**src/rtl/mux8_serial_ctrl.sv**
```systemverilog
// rtl/mux8_serial_ctrl.sv - flow-controlled parallel-to-serial sequencer around an external 8:1 mux
//
// Purpose:
//   Accepts an 8-bit word over a valid/ready load handshake. The block holds the word on the
//   mux data inputs and steps the mux select one beat at a time. The selected bit (mux Y) is
//   returned as a serial stream with valid/ready/last.
//
// Ports:
//   clk         rising-edge clock
//   rst         synchronous active-high reset
//   load_valid  upstream offers load_data
//   load_ready  block can accept a word (IDLE only)
//   load_data   word to serialize
//   mux_i       registered word, drives mux I
//   mux_s       registered select, drives mux S
//   mux_y       mux output Y
//   ser_valid   ser_bit is valid
//   ser_ready   downstream accepts ser_bit
//   ser_bit     serial bit (mux_y gated by ser_valid)
//   ser_last    high with the 8th bit of a word
//   busy        a word is being shifted
//
// Parameter MSB_FIRST: 0 = bit 0 first (select 0..7), 1 = bit 7 first (select 7..0).

module mux8_serial_ctrl #(
    parameter bit MSB_FIRST = 1'b0
) (
    input  logic       clk,
    input  logic       rst,
    input  logic       load_valid,
    output logic       load_ready,
    input  logic [7:0] load_data,
    output logic [7:0] mux_i,
    output logic [2:0] mux_s,
    input  logic       mux_y,
    output logic       ser_valid,
    input  logic       ser_ready,
    output logic       ser_bit,
    output logic       ser_last,
    output logic       busy
);

    typedef enum logic {
        IDLE  = 1'b0,
        SHIFT = 1'b1
    } state_t;

    localparam logic [2:0] SEL_START = MSB_FIRST ? 3'd7 : 3'd0;

    state_t     state_q, state_d;
    logic [7:0] word_q, word_d;
    logic [2:0] sel_q, sel_d;
    logic [2:0] count_q, count_d;

    // State register
    always_ff @(posedge clk) begin
        if (rst) begin
            state_q <= IDLE;
            word_q  <= 8'h00;
            sel_q   <= 3'd0;
            count_q <= 3'd0;
        end else begin
            state_q <= state_d;
            word_q  <= word_d;
            sel_q   <= sel_d;
            count_q <= count_d;
        end
    end

    // Next-state logic
    always_comb begin
        state_d = state_q;
        word_d  = word_q;
        sel_d   = sel_q;
        count_d = count_q;
        case (state_q)
            IDLE: begin
                if (load_valid) begin
                    word_d  = load_data;
                    sel_d   = SEL_START;
                    count_d = 3'd0;
                    state_d = SHIFT;
                end
            end
            SHIFT: begin
                if (ser_ready) begin
                    if (count_q == 3'd7) begin
                        // Word done: word and select keep their last values.
                        state_d = IDLE;
                    end else begin
                        // The counter bounds the select, so it never wraps within a word.
                        count_d = count_q + 3'd1;
                        sel_d   = MSB_FIRST ? (sel_q - 3'd1) : (sel_q + 3'd1);
                    end
                end
            end
            default: state_d = IDLE;
        endcase
    end

    // Output logic
    always_comb begin
        load_ready = (state_q == IDLE);
        ser_valid  = (state_q == SHIFT);
        busy       = (state_q == SHIFT);
        // The last beat is decoded from the beat count, so it works in both bit orders.
        ser_last   = (state_q == SHIFT) && (count_q == 3'd7);
        ser_bit    = (state_q == SHIFT) && mux_y;
    end

    assign mux_i = word_q;
    assign mux_s = sel_q;

endmodule

```
**config.mk**
```make
export PLATFORM = sky130hd
export DESIGN_NAME = mux8_serial_ctrl
export DESIGN_NICKNAME = d
export VERILOG_FILES = /design/src/rtl/mux8_serial_ctrl.sv
export SDC_FILE = /design/constraint.sdc
export NUM_CORES = 1
export LEC_CHECK = 0
export BUFFER_PORTS_ARGS = -buffer_cell sky130_fd_sc_hd__buf_2
export CAP_MARGIN = 20
export CORE_UTILIZATION = 47
export CTS_BUF_LIST = sky130_fd_sc_hd__clkbuf_8
export DETAILED_ROUTE_END_ITERATION = 16
export PLACE_DENSITY = 0.8
export REMOVE_ABC_BUFFERS = 1
export SYNTH_ARGS = -nofsm -noshare
export SYNTH_HDL_FRONTEND = slang
export SYNTH_SLANG_ARGS = --single-unit
```
**constraint.sdc**
```tcl
create_clock -name clk -period 1.8 [get_ports clk]
set_clock_uncertainty 0.05 [all_clocks]
set_input_delay 0.09 -clock clk [delete_from_list [all_inputs] [get_ports clk]]
set_output_delay 0.09 -clock clk [all_outputs]
set_load 0.02 [all_outputs]
```
==> flow_metrics.env <==
export IMPL_tritoncts="done"
export IMPL_insertion_delay_of_the_later_clocked_pin_in_the_worst_skew_pair_ns=0.24
export IMPL_run_status="completed"
export IMPL_synth_area_leaders="sky130_fd_sc_hd__dfxtp_1, sky130_fd_sc_hd__nand2_1, sky130_fd_sc_hd__a21oi_1, sky130_fd_sc_hd__ha_1, sky130_fd_sc_hd__nand3_1"
export IMPL_post_synth_top_count_cell="sky130_fd_sc_hd__nand2_1"
export IMPL_critical_path_buf_inv_count=1
export IMPL_grt_antenna_before_repair=0
export IMPL_rr_endpoint="count_q[2]"
export IMPL_drc=0
export IMPL_worst_slew_pin_slew_ns=0.5651
export IMPL_synth_seq_area_share=0.4660
export IMPL_path_class="flop to output port"
export IMPL_dr_pass1_iters=4
export IMPL_fin_tns_setup_ns=0
export IMPL_pwr_density_cell_nw_per_um2=881.8
export IMPL_grt_ovf=0
export IMPL_cell_by_cell_listing_of_the_critical_path="ha_1 -> ha_1 -> and2_2 -> buf_2"
export IMPL_finalWeightedCongestion=0.7581
export IMPL_clock_sinks=15
export IMPL_vias_per_cell=5.035
export IMPL_postSynthRegisterBits=15
export IMPL_final_max_slew_violation_count=0
export IMPL_cts_root_buf="sky130_fd_sc_hd__clkbuf_8"
export IMPL_via_count=579
export IMPL_filler_cell_count=108
export IMPL_final_hold_violation_count=0
export IMPL_synthDistinctLibCells=22
export IMPL_cts_repair_timing_setup_buffer_count=0
export IMPL_critical_path_slowest_cell="sky130_fd_sc_hd__dfxtp_1"
export IMPL_synthesis_yosys_warnings=0
export IMPL_final_net_count=118
export IMPL_yosys_area_top_type_share=0.4660
export IMPL_synth_largest_area_cell="sky130_fd_sc_hd__dfxtp_1"
export IMPL_layout_cells_non_filler=115
export IMPL_drive_above_1_share=0.3762
export IMPL_critical_path_endpoint_type="output port"
export IMPL_rows=12
export IMPL_synth_common_cells="sky130_fd_sc_hd__nand2_1, sky130_fd_sc_hd__dfxtp_1, sky130_fd_sc_hd__a21oi_1"
export IMPL_post_route_period_util=0.8141
export IMPL_start_util=0.5432
export IMPL_netlist_area_sq_um=644.4
export IMPL_critical_path_stages=4
export IMPL_ff_latch_area_sq_um=300.3
export IMPL_cp_required_ns=1.66
export IMPL_cap_violations=0
export IMPL_antennaDiodeCount=0
export IMPL_post_drt_wl_per_cell_um=11.17
export IMPL_rsz_0062_raised_after_global_routing="false"
export IMPL_multi_input_area_sq_um=312.8
export IMPL_postSynth_topFlopCell="sky130_fd_sc_hd__dfxtp_1"
export IMPL_reg2reg_depth=5
export IMPL_drt_initial_drc_count=15
export IMPL_critical_path_max_fanout=4
export IMPL_crit_path_start_kind="flop"
export IMPL_hold_buffers=0
export IMPL_report_final_setup_viol=0
export IMPL_number_of_enable_flip_flop_cells_after_synthesis=0
export IMPL_path_clk_slew_ns=0.06
export IMPL_die_height_um=39.03
export IMPL_dpl_cell_count=111
export IMPL_power_static_leakage_uw=0.0003897
export IMPL_htreeDepth=1
export IMPL_final_util=0.6909
export IMPL_crit_end="ser_last"
export IMPL_count_of_pins_on_the_block_boundary=29
export IMPL_buffer_ports_inserted=28
export IMPL_grt_first_pass_wirelength_um=1904
export IMPL_routed_wl_um=1284
export IMPL_first_global_vias=423
export IMPL_min_path_type="primary input to flop"
export IMPL_timing_fmax_mhz=682.4
export IMPL_gr_usage_all_layers=0.1930
export IMPL_crit_reg2reg_launch="count_q[0]"
export IMPL_crit_top_cell="sky130_fd_sc_hd__ha_1"
export IMPL_floorplan_die_width_um=39.03
export IMPL_critPathTopFamily="adder cells"
export IMPL_cts_buffers_inserted=3
export IMPL_core_area_sq_um=1186
export IMPL_areaGrowthSynthToFinish_pct=27.18
export IMPL_final_cell_area_sq_um=819.5
export IMPL_cts_path_max_buffers=2
export IMPL_cts_resized_gates=0
export IMPL_dpl_instance_area_sq_um=774.5
export IMPL_syn_instance_count=73
export IMPL_syn_mean_instance_area_sq_um=8.827
export IMPL_die_area_sq_um=1523
export IMPL_ff_to_ff_setup_slack_ns=0.41
export IMPL_ant_nets=0
export IMPL_critical_path_startpoint="count_q[0]"
export IMPL_min_period_ns=1.465
export IMPL_grt_start_max_net_pins=17
export IMPL_slew_limit_headroom=0.6225
export IMPL_ys_async_sr_fraction=0
export IMPL_worstPathArrival_ns=1.33
export IMPL_timing_hold_ws_ns=0.01465
export IMPL_vdd_drop_max_v=0.0008005
export IMPL_cpPeakStageDelay_ns=0.33
==> cells by family (layout without fill, tap and decap cells) <==
kind of cell / Yosys count / after routing / synth area share
AO/OA/AOI/OAI: 15 / 15 / 0.1359
adder cells (fa/ha/maj): 3 / 3 / 0.05826
buffers and inverters: 5 / 33 / 0.04853
flip-flops: 15 / 15 / 0.4660
AND/OR/NAND/NOR: 35 / 35 / 0.2913
==> area by class of cell <==
| type | count | area share |
|---|---|---|
| clock buffer | 3 | 0.05038 |
| clock inverter | 1 | 0.004580 |
| tap | 14 | 0.02137 |
| multi-input combinational | 53 | 0.3817 |
| inverter | 1 | 0.004580 |
| timing repair buffer | 28 | 0.1710 |
| sequential | 15 | 0.3664 |
==> report_power, final <==
part	switching (uW)	internal, uW	total (uW)
logic	61.8	37.8	99.6
clock network	115	151	266
registers	10.4	347	357
total	187	536	723
==> placed cells by master, fill, tap and decap left out, drive strengths merged <==
cell,synthesis,layout
inv,1,2
dfxtp,15,15
nand3,5,5
buf,2,28
a211oi,1,1
and2,2,2
ha,3,3
nand2b,3,3
nand4b,2,2
o31ai,1,1
nor2,1,1
clkbuf,2,3
nand2,19,19
and3b,1,1
a21oi,13,13
nor2b,1,1
nand3b,1,1
==> per-layer routing <==
metal,wire length [um],vias to the layer above,part of all wire,global-route usage
li1,-,305,-,-
met3,52,3,0.040,0.06936
met4,10,0,0.0078,0.07759
met5,0,-,0,0
met1,586,255,0.46,0.2316
met2,634,16,0.49,0.3083
==> flip-flops by register name (all words and copies together), names as in the netlist <==
| signal | count |
|---|---|
| busy | 1 |
| count_q | 3 |
| mux_i | 8 |
| mux_s | 3 |
==> worst reg2reg max path, cell delays in order, from the launching register on <==
cell and delay, ns:
sky130_fd_sc_hd__dfxtp_1 0.33, sky130_fd_sc_hd__ha_1 0.20, sky130_fd_sc_hd__ha_1 0.20, sky130_fd_sc_hd__nand3b_1 0.25
sky130_fd_sc_hd__nand3_1 0.15, sky130_fd_sc_hd__a21oi_1 0.09
==> per-stage QoR <==
stage	power, uW	setup WS (ns)
floorplan	420.9	0.5131
global placement	461.6	0.4697
detailed placement	464.9	0.4545
CTS	727.3	0.3325
global route	757.3	0.2632
finish	722.7	0.3346
==> worst min path at each step <==
stage                 start         end  slack (ns)  cells past startpoint
2_1_floorplan           rst  count_q[0]        0.10                      1
3_3_place_gp      ser_ready        busy        0.26                      2
3_5_place_dp      ser_ready        busy        0.27                      2
4_1_cts           ser_ready        busy        0.01                      2
5_1_grt        load_data[7]    mux_i[7]        0.03                      3
6_report          ser_ready        busy        0.01                      2
Note: power is estimated with default switching activity, not from simulation.
